<file path="config.mk">
export PLATFORM = sky130hd
export DESIGN_NAME = fwd_hazard_tracker_flat
export DESIGN_NICKNAME = d
export VERILOG_FILES = /design/src/rtl/fwd_hazard_tracker_if.sv /design/src/rtl/fwd_hazard_tracker.sv /design/src/flat_wrapper.sv
export SDC_FILE = /design/constraint.sdc
export NUM_CORES = 1
export LEC_CHECK = 0
export CORE_ASPECT_RATIO = 1.75
export CORE_UTILIZATION = 35
export CTS_BUF_LIST = sky130_fd_sc_hd__clkbuf_8 sky130_fd_sc_hd__clkbuf_16
export DETAILED_ROUTE_END_ITERATION = 10
export RECOVER_POWER = 25
export REMOVE_ABC_BUFFERS = 1
export SLEW_MARGIN = 10
export SYNTH_ARGS = -nofsm -noshare
export SYNTH_HDL_FRONTEND = slang
export SYNTH_SLANG_ARGS = --single-unit
</file>
<file path="constraint.sdc">
create_clock -name CLK -period 4.1 [get_ports CLK]
set_clock_uncertainty 0.05 [all_clocks]
set_input_delay 0.82 -clock CLK [delete_from_list [all_inputs] [get_ports CLK]]
set_output_delay 0.82 -clock CLK [all_outputs]
set_load 0.01 [all_outputs]
</file>
<file path="src/rtl/fwd_hazard_tracker_if.sv">
// Decode-to-hazard-tracker bundle: the issuing instruction, its source operands,
// and the forwarding selects / stall returned to the pipeline.
interface fwd_hazard_tracker_if #(
  parameter int DEPTH = 2,
  parameter int REG_W = 5,
  parameter int LAT_W = 2,
  parameter int CNT_W = 16,
  parameter int SEL_W = $clog2(DEPTH + 1)
);
  logic             advance;
  logic             flush;
  logic             issue_valid;
  logic             issue_regwr;
  logic [REG_W-1:0] issue_rd;
  logic [LAT_W-1:0] issue_lat;
  logic [REG_W-1:0] rs_idx;
  logic [REG_W-1:0] rt_idx;
  logic             rs_used;
  logic             rt_used;
  logic [SEL_W-1:0] fwd_sel_a;
  logic [SEL_W-1:0] fwd_sel_b;
  logic             stall;
  logic [CNT_W-1:0] stall_count;

  modport master (
    output advance, flush, issue_valid, issue_regwr, issue_rd, issue_lat,
    output rs_idx, rt_idx, rs_used, rt_used,
    input  fwd_sel_a, fwd_sel_b, stall, stall_count
  );

  modport slave (
    input  advance, flush, issue_valid, issue_regwr, issue_rd, issue_lat,
    input  rs_idx, rt_idx, rs_used, rt_used,
    output fwd_sel_a, fwd_sel_b, stall, stall_count
  );
endinterface

</file>
<file path="src/rtl/fwd_hazard_tracker.sv">
// Forwarding/hazard unit: a DEPTH-deep scoreboard of in-flight destinations that yields
// per-operand bypass selects, load-use stalls and a saturating stall-cycle counter.
module fwd_hazard_tracker #(
  parameter int DEPTH = 2,
  parameter int REG_W = 5,
  parameter int LAT_W = 2,
  parameter int CNT_W = 16,
  parameter int SEL_W = $clog2(DEPTH + 1)
) (
  input logic                 CLK,
  input logic                 nRST,
  fwd_hazard_tracker_if.slave bus
);

  logic             r_valid [1:DEPTH];
  logic             r_regwr [1:DEPTH];
  logic [REG_W-1:0] r_rd    [1:DEPTH];
  logic [LAT_W-1:0] r_cnt   [1:DEPTH];
  logic [CNT_W-1:0] r_stall_count;

  logic [1:0]       w_used;
  logic [REG_W-1:0] w_idx [2];
  logic [SEL_W-1:0] w_sel [2];
  logic [1:0]       w_req;
  logic             w_stall;

  assign w_used   = {bus.rt_used, bus.rs_used};
  assign w_idx[0] = bus.rs_idx;
  assign w_idx[1] = bus.rt_idx;

  // Per-operand lookup; scanning oldest to youngest lets the youngest match win
  always_comb begin
    for (int op = 0; op < 2; op++) begin
      w_sel[op] = {SEL_W{1'b0}};
      w_req[op] = 1'b0;
      if (w_used[op] && (w_idx[op] != {REG_W{1'b0}})) begin
        for (int k = DEPTH; k >= 1; k--) begin
          if (r_valid[k] && r_regwr[k] && (r_rd[k] == w_idx[op])) begin
            if (r_cnt[k] == {LAT_W{1'b0}}) begin
              w_sel[op] = SEL_W'(k);
              w_req[op] = 1'b0;
            end else begin
              w_sel[op] = {SEL_W{1'b0}};
              w_req[op] = 1'b1;
            end
          end else begin
            w_sel[op] = w_sel[op];
            w_req[op] = w_req[op];
          end
        end
      end else begin
        w_sel[op] = {SEL_W{1'b0}};
        w_req[op] = 1'b0;
      end
    end
  end

  assign w_stall = bus.issue_valid & (w_req[0] | w_req[1]);

  // Scoreboard shift on advance; slot 1 takes the issuing instruction or a bubble
  always_ff @(posedge CLK or negedge nRST) begin
    if (!nRST) begin
      for (int k = 1; k <= DEPTH; k++) begin
        r_valid[k] <= 1'b0;
        r_regwr[k] <= 1'b0;
        r_rd[k]    <= {REG_W{1'b0}};
        r_cnt[k]   <= {LAT_W{1'b0}};
      end
      r_stall_count <= {CNT_W{1'b0}};
    end else if (bus.advance) begin
      for (int k = DEPTH; k >= 2; k--) begin
        r_valid[k] <= r_valid[k-1];
        r_regwr[k] <= r_regwr[k-1];
        r_rd[k]    <= r_rd[k-1];
        r_cnt[k]   <= (r_cnt[k-1] != {LAT_W{1'b0}}) ? (r_cnt[k-1] - LAT_W'(1)) : {LAT_W{1'b0}};
      end
      r_valid[1] <= ~(bus.flush | w_stall | ~bus.issue_valid);
      r_regwr[1] <= bus.issue_regwr & (bus.issue_rd != {REG_W{1'b0}});
      r_rd[1]    <= bus.issue_rd;
      // A latency of 0 behaves like 1, so both leave slot 1 immediately forwardable
      r_cnt[1]   <= (bus.issue_lat == {LAT_W{1'b0}}) ? {LAT_W{1'b0}} : (bus.issue_lat - LAT_W'(1));
      if (w_stall && (r_stall_count != {CNT_W{1'b1}})) begin
        r_stall_count <= r_stall_count + CNT_W'(1);
      end else begin
        r_stall_count <= r_stall_count;
      end
    end else begin
      r_stall_count <= r_stall_count;
    end
  end

  assign bus.fwd_sel_a   = w_sel[0];
  assign bus.fwd_sel_b   = w_sel[1];
  assign bus.stall       = w_stall;
  assign bus.stall_count = r_stall_count;

endmodule

</file>
<file path="src/flat_wrapper.sv">
// flat-port wrapper written by rule: the top's interface ports become plain ports
module fwd_hazard_tracker_flat 
#(
  parameter int DEPTH = 2,
  parameter int REG_W = 5,
  parameter int LAT_W = 2,
  parameter int CNT_W = 16,
  parameter int SEL_W = $clog2(DEPTH + 1)
)
  (CLK, nRST, bus_advance, bus_flush, bus_issue_valid, bus_issue_regwr, bus_issue_rd, bus_issue_lat, bus_rs_idx, bus_rt_idx, bus_rs_used, bus_rt_used, bus_fwd_sel_a, bus_fwd_sel_b, bus_stall, bus_stall_count);
  fwd_hazard_tracker_if #(.DEPTH(DEPTH), .REG_W(REG_W), .LAT_W(LAT_W), .CNT_W(CNT_W), .SEL_W(SEL_W)) bus_i ();
  input logic CLK;
  input logic nRST;
  input wire logic [$bits(bus_i.advance)-1:0] bus_advance;
  input wire logic [$bits(bus_i.flush)-1:0] bus_flush;
  input wire logic [$bits(bus_i.issue_valid)-1:0] bus_issue_valid;
  input wire logic [$bits(bus_i.issue_regwr)-1:0] bus_issue_regwr;
  input wire logic [$bits(bus_i.issue_rd)-1:0] bus_issue_rd;
  input wire logic [$bits(bus_i.issue_lat)-1:0] bus_issue_lat;
  input wire logic [$bits(bus_i.rs_idx)-1:0] bus_rs_idx;
  input wire logic [$bits(bus_i.rt_idx)-1:0] bus_rt_idx;
  input wire logic [$bits(bus_i.rs_used)-1:0] bus_rs_used;
  input wire logic [$bits(bus_i.rt_used)-1:0] bus_rt_used;
  output wire logic [$bits(bus_i.fwd_sel_a)-1:0] bus_fwd_sel_a;
  output wire logic [$bits(bus_i.fwd_sel_b)-1:0] bus_fwd_sel_b;
  output wire logic [$bits(bus_i.stall)-1:0] bus_stall;
  output wire logic [$bits(bus_i.stall_count)-1:0] bus_stall_count;
  assign bus_i.advance = bus_advance;
  assign bus_i.flush = bus_flush;
  assign bus_i.issue_valid = bus_issue_valid;
  assign bus_i.issue_regwr = bus_issue_regwr;
  assign bus_i.issue_rd = bus_issue_rd;
  assign bus_i.issue_lat = bus_issue_lat;
  assign bus_i.rs_idx = bus_rs_idx;
  assign bus_i.rt_idx = bus_rt_idx;
  assign bus_i.rs_used = bus_rs_used;
  assign bus_i.rt_used = bus_rt_used;
  assign bus_fwd_sel_a = bus_i.fwd_sel_a;
  assign bus_fwd_sel_b = bus_i.fwd_sel_b;
  assign bus_stall = bus_i.stall;
  assign bus_stall_count = bus_i.stall_count;
  fwd_hazard_tracker #(.DEPTH(DEPTH), .REG_W(REG_W), .LAT_W(LAT_W), .CNT_W(CNT_W), .SEL_W(SEL_W)) u_core (.CLK(CLK), .nRST(nRST), .bus(bus_i));
endmodule
</file>
==> summary.txt <==
Power and ir drop
  • Cell leakage power: 0.999 nW
  • Power density normalized to cell area: 303 nW/um2
  • Maximum vdd ir drop: 0.274 mV

Timing
  • Actual slew at the worst max-slew pin: 1.81 ns
  • Unrepaired setup endpoints after global routing: false
  • Achievable clock frequency: 0.253 GHz
  • Final period demand of the worst path: 3.95 ns
  • Number of max-slew violations in the final report: 35
  • Final worst path period share: 96.3%
  • Slew margin rel.: -20.6%
  • Post-Route Setup TNS: 0 ns
  • Final-report hold violation count: 0
  • Hold slack final: 0.442 ns
  • Final number of setup-violating endpoints: 0

Route
  • Residual DRC count: 0
  • Drt pass-1 iters: 4
  • Antenna violation net count after detailed routing: 0
  • Starting DRC count in detailed routing: 30
  • Detailed Route WL: 3.98 mm
  • Total via count after detailed routing: 1428
  • Avg WL per Cell: 14.3 um
  • Via-per-instance ratio: 5.12

Clocking
  • CTS tree: done
  • Maximum buffer depth of the clock tree: 2
  • Total of hold buffers inserted after clock tree synthesis: 0
  • Root buffer cell: sky130_fd_sc_hd__clkbuf_8
  • Clk_lat worst skew: 0.28 ns
  • Sink count of the clock tree: 34
  • Clk slew on worst S/H paths: 0.06 ns
  • CTS buffer count: 5
  • Setup Buffers After CTS: 0
  • Count of cells resized by post-cts repair: 0
  • Number of H-tree levels: 2

Critical path
  • R2r setup slk: 1.82 ns
  • CP Data Required Time: 3.23 ns
  • Worst setup path category: in -> out
  • Most repeated library cell on the critical path: sky130_fd_sc_hd__clkdlybuf4s50_1
  • Signal arrival time at the worst endpoint: 3.08 ns
  • Setup crit start kind: primary input
  • Setup crit end kind: primary output
  • CP peak stage delay: 0.54 ns
  • Slowest CP cell: sky130_fd_sc_hd__or4_1
  • Worst path cell trace: clkdlybuf4s50_1 > or4_1 > o21ai_0 > a211o_1 > nand2_1 > and2_1 > clkdlybuf4s50_1
  • CP max FO: 4

Yosys
  • Gate Count Post-Synth: 172
  • Number of warnings reported in the yosys synthesis log: 0
  • Number of distinct library cell variants in the gate-level netlist after synthesis: 30
  • Mapped Area: 1820 um2
  • Flop and latch count out of synthesis: 34
  • Post-synthesis sequential area ratio: 46.7%
  • Synthesized area per cell: 10.6 um2

Cells and area
  • Fin nets: 250
  • Layout Area Growth over Synthesis: 33.7%
  • Commonest cells after routing, fill and taps aside: 44 x sky130_fd_sc_hd__clkdlybuf4s50_1, 34 x sky130_fd_sc_hd__dfrtp_1, 22 x sky130_fd_sc_hd__xor2_1
  • Antenna Cells: 0
  • Share of post-route cells with drive strength above 1: 13.8%
  • Post-Layout Cell Count: 279
  • Most common cell after layout, fill and taps aside: sky130_fd_sc_hd__clkdlybuf4s50_1

Global routing
  • Global-route usage over all layers: 16.3%
  • Largest net degree at the start of global routing: 35
  • Grt ovf: 0
  • Global-route wire length before repair: 6.95 mm
  • Vias in the first global route: 1480
  • Antenna violations before repair: 0

Place
  • Placed cell count: 271
  • Final weighted congestion of routability-driven global placement: 0.783
  • Detail Placement HPWL: 3.05 mm
  • PortBufs: 45

Status
  • Violated checks: max-capacitance violations, max-slew violations
  • Status: complete, but fails checks

Run
  • Max-cap violations: 1

Worst hold path
  • Worst min path class: reg -> reg

Floorplanning
  • Core Rows: 34
  • Die boundary width: 56.5 um
  • I/O pins: 46
  • Floorplan die area: 5510 um2
  • Effective utilization at floorplan: 36.6%
  • Vert. Die Dim: 97.4 um
  • Placeable core area: 4980 um2
logic make-up (layout without fill, tap and decap cells):
family	Yosys count	count (layout)	synth area share (%)
muxes	13	13	8.04
buffers and inverters	10	63	2.47
AOI/OAI and AO/OA	14	14	5.91
and+or+nand+nor	65	65	19.3
DFF	34	34	46.7
adders and majority gates	1	1	0.687
xor gates and xnor gates	35	35	16.8
synth_stat cells:
cell type                  count  share of area, %
sky130_fd_sc_hd__a211o_1       1              0.48
sky130_fd_sc_hd__ha_1          1              0.69
sky130_fd_sc_hd__nor2b_1       2              0.69
sky130_fd_sc_hd__nand4_1       7               2.4
sky130_fd_sc_hd__or4_1         3               1.2
sky130_fd_sc_hd__nand3b_1      1              0.41
sky130_fd_sc_hd__dfrtp_1      34                47
sky130_fd_sc_hd__nor4_1        3               1.0
sky130_fd_sc_hd__o211ai_1      1              0.41
sky130_fd_sc_hd__a21oi_4       1              0.89
sky130_fd_sc_hd__a211o_2       2               1.1
sky130_fd_sc_hd__o32ai_1       1              0.48
sky130_fd_sc_hd__inv_1         6               1.2
sky130_fd_sc_hd__a31o_2        1              0.48
sky130_fd_sc_hd__nor2_1        9               1.9
sky130_fd_sc_hd__and3_1        5               1.7
sky130_fd_sc_hd__nor3_2        3               1.6
sky130_fd_sc_hd__and3_2        1              0.41
sky130_fd_sc_hd__xnor2_1      13               6.3
sky130_fd_sc_hd__and4_1        1              0.48
sky130_fd_sc_hd__nor3_1        5               1.4
sky130_fd_sc_hd__xor2_1       22                11
sky130_fd_sc_hd__buf_6         1              0.62
sky130_fd_sc_hd__o21bai_1      1              0.41
sky130_fd_sc_hd__and2_1        1              0.34
sky130_fd_sc_hd__nand2_1      13               2.7
sky130_fd_sc_hd__nand3_1      11               3.0
sky130_fd_sc_hd__o21ai_0       6               1.6
sky130_fd_sc_hd__clkbuf_1      3              0.62
sky130_fd_sc_hd__mux2_2       13               8.0
through the flow:
| step | util, % | cell area [um2] | total power [mW] | setup WS [ns] |
|---|---|---|---|---|
| detailed placement | 47.1 | 2350 | 0.500 | 0.114 |
| global placement | 47.1 | 2350 | 0.499 | 0.138 |
| CTS | 49.0 | 2440 | 0.748 | 0.116 |
| finish | 48.9 | 2430 | 0.736 | 0.151 |
| floorplan | - | 1800 | 0.439 | 1.17 |
| global route | 48.9 | 2430 | 0.775 | 0.0114 |
power by group:
part	total (mW)	internal, mW	switching [mW]
combinational	0.111	0.0606	0.0506
sequential	0.380	0.356	0.0237
clock	0.245	0.133	0.112
total	0.736	0.550	0.187
state kept, by name, indices dropped and copies added (netlist names):
name                    count
u_core.r_valid              2
u_core.r_regwr              2
u_core.r_rd                10
u_core.bus.stall_count     16
u_core.r_cnt                4
critical path: cells and delay by family:
family	cells	cell delay [ns]
AND/OR/NAND/NOR	3	0.85
buffers and inverters	2	0.96
AO/OA/AOI/OAI	2	0.44
metal layers:
layer,GRT usage [%],wire [um]
met1,18.2,1610
met2,29.1,2140
met5,0,0
met3,3.86,180
met4,6.19,60
area by class of cell:
cell class | count | area, um2
sequential | 34 | 851
fill | 474 | 2540
clock buffer | 6 | 82.6
timing repair buffer | 49 | 477
inverter | 6 | 22.5
tap | 54 | 67.6
multi-input combinational | 128 | 925
clock inverter | 2 | 8.76
worst paths after layout:
path	end	from	cells past startpoint
min in group asynchronous	u_core.bus.stall_count[12]	nRST	2
hold / removal	u_core.bus.stall_count[13]	u_core.bus.stall_count[13]	1
setup reg to reg	u_core.bus.stall_count[1]	u_core.r_rd[5]	6
setup / recovery	bus_stall	bus_rs_idx[2]	7
hold reg to reg	u_core.bus.stall_count[13]	u_core.bus.stall_count[13]	1
max in group asynchronous	u_core.r_cnt[3]	nRST	2
No activity file was read; power rests on OpenSTA's default activity.
